$ cat config.mk
export PLATFORM = sky130hd
export DESIGN_NAME = collision_scheduler
export DESIGN_NICKNAME = d
export VERILOG_FILES = /design/src/rtl/collision_scheduler_pkg.sv /design/src/rtl/collision_scheduler_bbox_overlap.sv /design/src/rtl/collision_scheduler.sv
export SDC_FILE = /design/constraint.sdc
export NUM_CORES = 1
export LEC_CHECK = 0
export CAP_MARGIN = 15
export CELL_PAD_IN_SITES_DETAIL_PLACEMENT = 1
export CELL_PAD_IN_SITES_GLOBAL_PLACEMENT = 2
export CORE_UTILIZATION = 29
export DETAILED_ROUTE_END_ITERATION = 8
export MAX_ROUTING_LAYER = met4
export PLACE_DENSITY = 0.86
export SLEW_MARGIN = 20
export SYNTH_ARGS = -nofsm -noshare
export SYNTH_HDL_FRONTEND = slang
export SYNTH_SLANG_ARGS = --single-unit
$ cat constraint.sdc
create_clock -name clk -period 2.4 [get_ports clk]
set_input_delay 0.24 -clock clk [delete_from_list [all_inputs] [get_ports clk]]
set_output_delay 0.24 -clock clk [all_outputs]
set_load 0.1 [all_outputs]
$ cat src/rtl/collision_scheduler_pkg.sv
// collision_scheduler_pkg: shared FSM encoding, ground height and coordinate width.
package collision_scheduler_pkg;
  localparam int COORD_W_DEF = 9;
  localparam logic [COORD_W_DEF-1:0] GROUND_Y = 9'd220;
  typedef enum logic [1:0] {IDLE, LATCH, SCAN, DONE} state_t;
endpackage

$ cat src/rtl/collision_scheduler_bbox_overlap.sv
// bbox_overlap: inclusive unsigned overlap test between an occupied wall box and the bird box.
module bbox_overlap #(
  parameter int W = 9
) (
  input  logic         i_valid,
  input  logic [W-1:0] i_a_xl,
  input  logic [W-1:0] i_a_xr,
  input  logic [W-1:0] i_a_yt,
  input  logic [W-1:0] i_a_yb,
  input  logic [W-1:0] i_b_xl,
  input  logic [W-1:0] i_b_xr,
  input  logic [W-1:0] i_b_yt,
  input  logic [W-1:0] i_b_yb,
  output logic         o_hit
);
  assign o_hit = i_valid && i_a_xr >= i_b_xl && i_a_xl <= i_b_xr && i_a_yb >= i_b_yt && i_a_yt <= i_b_yb;
endmodule

$ cat src/rtl/collision_scheduler.sv
// collision_scheduler: scans wall slots once per frame against a latched bird box.
// Define GROUND_CHECK_EN to also flag ground/ceiling contact as a hit.
module collision_scheduler
  import collision_scheduler_pkg::*;
#(
  parameter int NUM_WALLS = 4,
  parameter int COORD_W = COORD_W_DEF,
  localparam int IDX_W = NUM_WALLS > 1 ? $clog2(NUM_WALLS) : 1
) (
  input  logic               clk,
  input  logic               reset,
  input  logic               frame_start,
  input  logic [COORD_W-1:0] bird_xleft,
  input  logic [COORD_W-1:0] bird_xright,
  input  logic [COORD_W-1:0] bird_ytop,
  input  logic [COORD_W-1:0] bird_ybottom,
  output logic [IDX_W-1:0]   wall_idx,
  input  logic               wall_valid,
  input  logic [COORD_W-1:0] wall_xleft,
  input  logic [COORD_W-1:0] wall_xright,
  input  logic [COORD_W-1:0] wall_ytop,
  input  logic [COORD_W-1:0] wall_ybottom,
  input  logic               game_clear,
  output logic               busy,
  output logic               done,
  output logic               touched,
  output logic [IDX_W-1:0]   hit_idx,
  output logic               game_over
);
  state_t             r_state;
  logic [COORD_W-1:0] r_bxl, r_bxr, r_byt, r_byb;
  logic [IDX_W-1:0]   r_wall_idx, r_first_idx, r_hit_idx;
  logic               r_hit, r_done, r_touched, r_game_over;
  logic               w_slot_hit, w_last, w_wall_hit, w_ground, w_scan_hit;
  logic [IDX_W-1:0]   w_wall_idx;
  bbox_overlap #(.W(COORD_W)) u_overlap (
    .i_valid(wall_valid),
    .i_a_xl(r_bxl),
    .i_a_xr(r_bxr),
    .i_a_yt(r_byt),
    .i_a_yb(r_byb),
    .i_b_xl(wall_xleft),
    .i_b_xr(wall_xright),
    .i_b_yt(wall_ytop),
    .i_b_yb(wall_ybottom),
    .o_hit(w_slot_hit)
  );
  // The last slot's result is folded in combinationally so results are valid alongside done.
  assign w_last     = r_state == SCAN && r_wall_idx == IDX_W'(NUM_WALLS - 1);
  assign w_wall_hit = r_hit | w_slot_hit;
  assign w_wall_idx = r_hit ? r_first_idx : (w_slot_hit ? r_wall_idx : '0);
`ifdef GROUND_CHECK_EN
  assign w_ground = r_byb >= COORD_W'(GROUND_Y) || r_byt == '0;
`else
  assign w_ground = 1'b0;
`endif
  assign w_scan_hit = w_wall_hit | w_ground;
  always_ff @(posedge clk or posedge reset) begin
    if (reset) begin
      r_state     <= IDLE;
      r_bxl       <= '0;
      r_bxr       <= '0;
      r_byt       <= '0;
      r_byb       <= '0;
      r_wall_idx  <= '0;
      r_first_idx <= '0;
      r_hit_idx   <= '0;
      r_hit       <= 1'b0;
      r_done      <= 1'b0;
      r_touched   <= 1'b0;
      r_game_over <= 1'b0;
    end else begin
      r_done      <= w_last;
      r_game_over <= (w_last & w_scan_hit) | (r_game_over & ~game_clear);
      case (r_state)
        IDLE: r_state <= frame_start ? LATCH : IDLE;
        LATCH: begin
          r_bxl       <= bird_xleft;
          r_bxr       <= bird_xright;
          r_byt       <= bird_ytop;
          r_byb       <= bird_ybottom;
          r_hit       <= 1'b0;
          r_first_idx <= '0;
          r_wall_idx  <= '0;
          r_state     <= SCAN;
        end
        SCAN: begin
          if (w_slot_hit && !r_hit) begin
            r_hit       <= 1'b1;
            r_first_idx <= r_wall_idx;
          end
          if (w_last) begin
            r_state   <= DONE;
            r_touched <= w_scan_hit;
            r_hit_idx <= w_wall_idx;
          end else begin
            r_wall_idx <= r_wall_idx + 1'b1;
          end
        end
        DONE: begin
          r_wall_idx <= '0;
          r_state    <= IDLE;
        end
        default: r_state <= IDLE;
      endcase
    end
  end
  assign wall_idx  = r_wall_idx;
  assign busy      = r_state != IDLE;
  assign done      = r_done;
  assign touched   = r_touched;
  assign hit_idx   = r_hit_idx;
  assign game_over = r_game_over;
endmodule
# After elaboration in Yosys (flattened, before gate mapping)
# Cells that the tools add are included.
[word_totals] register_bits=48 input_bits=77 out_inout_bits=8 wordCells=55
[classes] addsub=1 magnitude_cmp=4 eq_ne=7 mux=11 bitwise_logic=5 reduce_logical=15
[op_table] operator="$ge A9 B9 Y1" count=2
[op_table] operator="$le A9 B9 Y1" count=2
[op_table] operator="$mux W2" count=5
[op_table] operator="$pmux W2 S2" count=2
[op_table] operator="$pmux W2 S4" count=1
[op_table] operator="$eq A2 B2 Y1 const B" count=3
[op_table] operator="$logic_and A1 B1 Y1" count=6
[op_table] operator="$reduce_and A2 Y1" count=3
[op_table] operator="$reduce_bool A2 Y1" count=3
[op_table] operator="$ne A2 B2 Y1 const B" count=2
[op_table] operator="$add A2 B1 Y2 const B" count=1
[op_table] operator="$and A1 B1 Y1" count=2
[op_table] operator="$eq A2 B1 Y1 const B" count=1
[op_table] operator="$logic_not A2 Y1" count=1
[op_table] operator="$mux W1" count=2
[op_table] operator="$ne A2 B1 Y1 const B" count=1
[op_table] operator="$or A1 B1 Y1" count=2
[op_table] operator="$pmux W1 S2" count=1
[op_table] operator="$reduce_or A2 Y1" count=1
[op_table] operator="$logic_not A1 Y1" count=1
[op_table] operator="$not A1 Y1" count=1

# Depth between registers and ports, before layout
[depth] depth_word=8 depth_mapped=8 ltp_nobuf=8

# By module
# From an unflattened synthesis, not the netlist that was laid out.
[unflattened] cells_unflattened=266 hier_area_um2=2887.8
[by_module_without_submodules] module="collision_scheduler" n_inst=1 cells_each=139 area_per_inst_um2=1971.9
[by_module_without_submodules] module="bbox_overlap" n_inst=1 cells_each=127 area_per_inst_um2=915.9

# Worst setup path after synthesis
# Ideal clock, no wire load.
[synth_path] path_type="register to register" start="register r_bxl[4]" end="register r_hit_idx[0] (netlist: hit_idx[0])" setup_ns=0.096 arrival_time_ns=2.066 t_required_ns=2.304 setup_slack_ns=0.239 path_stages_with_launch=8 n_path_buf=0 cell_sequence="dfrtp_1 -> ha_1 -> a21oi_1 -> o21ai_1 -> a2111oi_4 -> a21oi_2 -> or4_4 -> o31ai_1"
[synth_via] elab_chain_cells=6
[synth_lines] item="start, declared" line_no="collision_scheduler.sv:31" rtl="logic [COORD_W-1:0] r_bxl, r_bxr, r_byt, r_byb;"
[synth_lines] item="start signal, assigned" line_no="collision_scheduler.sv:78" rtl="r_bxl <= bird_xleft;"
[synth_lines] item="$le A9 B9 Y1" line_no="collision_scheduler_bbox_overlap.sv:16" rtl="assign o_hit = i_valid && i_a_xr >= i_b_xl && i_a_xl <= i_b_xr && i_a_yb >= i_b_yt && i_a_yt <= i_b_yb;"
[synth_lines] item="$logic_and A1 B1 Y1 (3 in series)" line_no="collision_scheduler_bbox_overlap.sv:16"
[synth_lines] item="$mux W2 (2 in series)" line_no="collision_scheduler.sv:51" rtl="assign w_wall_idx = r_hit ? r_first_idx : (w_slot_hit ? r_wall_idx : '0);"
[synth_lines] item="end signal, assigned" line_no="collision_scheduler.sv:95" rtl="r_hit_idx <= w_wall_idx;"
[synth_lines] item="end, declared" line_no="collision_scheduler.sv:32" rtl="logic [IDX_W-1:0] r_wall_idx, r_first_idx, r_hit_idx;"
# Every way passes these cells.
# A chain may end at the register's enable or synchronous reset.

# Worst setup path after layout
[layout_path] start="input port wall_xleft[6]" end="register r_hit_idx[0] (netlist: hit_idx[0])"
[layout_via] elab_chain_cells=7
[layout_lines] item="start, declared" line_no="collision_scheduler.sv:19" rtl="input logic [COORD_W-1:0] wall_xleft,"
[layout_lines] item="$ge A9 B9 Y1" line_no="collision_scheduler_bbox_overlap.sv:16"
[layout_lines] item="$logic_and A1 B1 Y1 (4 in series)" line_no="collision_scheduler_bbox_overlap.sv:16"
[layout_lines] item="$mux W2 (2 in series)" line_no="collision_scheduler.sv:51"
# Every way passes these cells.

==> results.cfg <==
[routing]
ant_nets = 0
vias = 2262
routed-wl-met2_um = 3670
via_per_inst = 4.55
routed_wl_um = 6960
wl_per_cell_um = 14.0
initialDrtViolationCount = 31
wl_met3_um = 242
drt_pass1_iterations = 2
drc = 0
wl_met1_um = 3000
highest_layer = met4

[global_route]
antenna_found_initial = 0
grt_pass1_wl_um = 11200
grt.total_usage = 0.145
overflow = 0
grt_max_degree = 18
grt_pass1_vias = 2480

[power_and_ir_drop]
vdd_drop_max_mv = 0.354
fin_total_pwr_mw = 4.33
powerDensity_nw_per_um2 = 1050
p_leak_nw = 1.92

[clock_network]
cts_tree = built
clkLatencyLatePin_ns = 0.29
clk_pin_slew_ns = 0.08
cts_sinks = 48
max-clock-path-buffers = 2
h-tree-depth = 2
cts_root_buf = clkbuf_8
cts_made_buffers = 5

[sta]
slew_headroom = 0.729
hold_violations = 0
max_freq_mhz = 418
tightest_slew_ns = 0.406
setup_viol = 0
finClkSkew_ns = 0.00441
grt_setup_unrepaired = yes
final_max_slew_viol_count = 0
fin_crit_ns = 2.39
min_period_over_period = 0.996

[run_status]
status = finished, final reports clean

[synthesis]
synthArstFlopShare = 1.00
synth.top_cells.by_count = 48 x dfrtp_1, 48 x inv_1, 42 x ha_1, 32 x mux2_2, 16 x nand2_1
synth_nets = 388
seq_area_frac_synth = 0.420
synth_area_leaders = dfrtp_1 42%, ha_1 18%, mux2_2 13%
synth_edf_count = 0
synth_warnings = 0
yosys.area.top_type = dfrtp_1
syn_area_per_cell_um2 = 10.6
ys_seq_elements = 48
synthCells = 269
syn-cell-area_um2 = 2860
yosysUniqueCellTypes = 38
synth_top_area_share = 0.420
synth-main-ff-cell = dfrtp_1

[finish]
design_area_um2 = 4130
final_cells = 497
final_net_count = 487
final_util = 0.438
nFillCells = 1050
syn_to_final_growth_pct = 44.2
layout-drive-gt1-share = 0.209
diodes = 0

[place]
gp_congestion = 0.777
dp_cells = 489
placed_area_um2 = 3930
dp_hpwl_um = 5510
port_buffers = 84

[critical_path]
cp-start-kind = primary input
cp.arrival_ns = 2.60
worstPathRequired_ns = 2.61
critPathKind = in2reg
endpoint_kind = flop
crit_fanout = 3

[floorplanning]
fp-row-count = 35
fp.coreArea_um2 = 9420
start_util = 0.304
fp.dieH_um = 101
die_w_um = 101
num_io_pins = 85
dieArea_um2 = 10300

[worst_hold_path]
holdCritPathClass = in2async

[job]
cap_violations = 0
sequential cells by signal (all words and copies together), names as in the netlist:
name,flops
done,1
game_over,1
hit_idx,2
r_bxl,9
r_bxr,9
r_byb,9
r_byt,9
r_first_idx,2
r_hit,1
r_state,2
touched,1
wall_idx,2
routing by layer:
metal  up-vias  global-route usage
met4         0              0.0301
met1      1084               0.159
met2        54               0.272
met3         4              0.0262
li1       1120                   -
met5         -                   -
layout by cell type, fill, tap and decap left out, drive strengths merged:
master	n
o41a	1
dfrtp	48
nand2b	4
o22ai	1
buf	21
dlymetal6s2s	2
clkdlybuf4s50	74
nand2	16
nor3	2
o41ai	1
mux2i	2
nand3	1
a2111oi	1
or4	1
ha	42
inv	48
a21oi	16
or2	1
a211o	1
o21ai	13
nand4	4
o211ai	1
a31oi	2
nor4	1
a211oi	2
o21bai	1
and4	1
o31ai	4
o221a	1
a2bb2oi	1
mux2	32
a21o	3
clkbuf	7
or3	1
nor2	7
and3	2
a22oi	2
worst max-delay path, stage by stage:
cell             delay (ns)
clkdlybuf4s50_1        0.46
inv_1                  0.06
ha_4                   0.26
and4_4                 0.21
o211ai_1               0.10
o221a_1                0.30
or2_1                  0.24
or4_4                  0.55
o31ai_2                0.18
metrics by stage:
stage	setup TNS, ns	worst slack (ns)	hold slack (ns)
after CTS	0	0.0144	0.254
after floorplan	0	0.239	0.339
final	0	0.00855	0.240
after global placement	-1.18	-0.221	0.466
after global routing	-0.104	-0.0454	0.264
after detailed placement	-1.64	-0.285	0.503
final timing paths:
kind | start | to | slack (ns) | depth (start not counted)
worst max-delay path | wall_xleft[6] | hit_idx[0] | 0.009 | 9
worst min register to register | touched | touched | 0.51 | 2
worst max register to register | r_bxr[7] | hit_idx[0] | 0.03 | 7
max in group asynchronous | reset | game_over | 1.59 | 3
worst min-delay path | reset | r_bxl[2] | 0.24 | 2
min in group clk | touched | touched | 0.51 | 2
where the power goes:
group	internal (mW)	switching (mW)	total, mW	leakage [nW]
sequential	1.19	0.255	1.45	0.577
clock	0.257	0.260	0.517	0.0503
combinational	1.13	1.24	2.37	1.29
timing repair:
item	in CTS	in global routing
setup buffers	0	1
setup endpoints to repair	0	4
resized for setup	0	14
hold buffers	0	0
final cells by class:
type / count / area, µm² / area share
sequential: 48 / 1200 / 0.291
timing repair buffer: 97 / 936 / 0.227
multi-input combinational: 168 / 1550 / 0.376
tap: 129 / 161 / 0.0391
inverter: 48 / 180 / 0.0437
clock buffer: 7 / 96.3 / 0.0233
cell families after synthesis:
logic type / share of synthesized area
DFF: 0.420
adders and majority gates: 0.184
AOI/OAI and AO/OA: 0.121
buffers and inverters: 0.0695
and+or+nand+nor: 0.0730
muxes: 0.133
No activity file was read; power rests on OpenSTA's default activity.
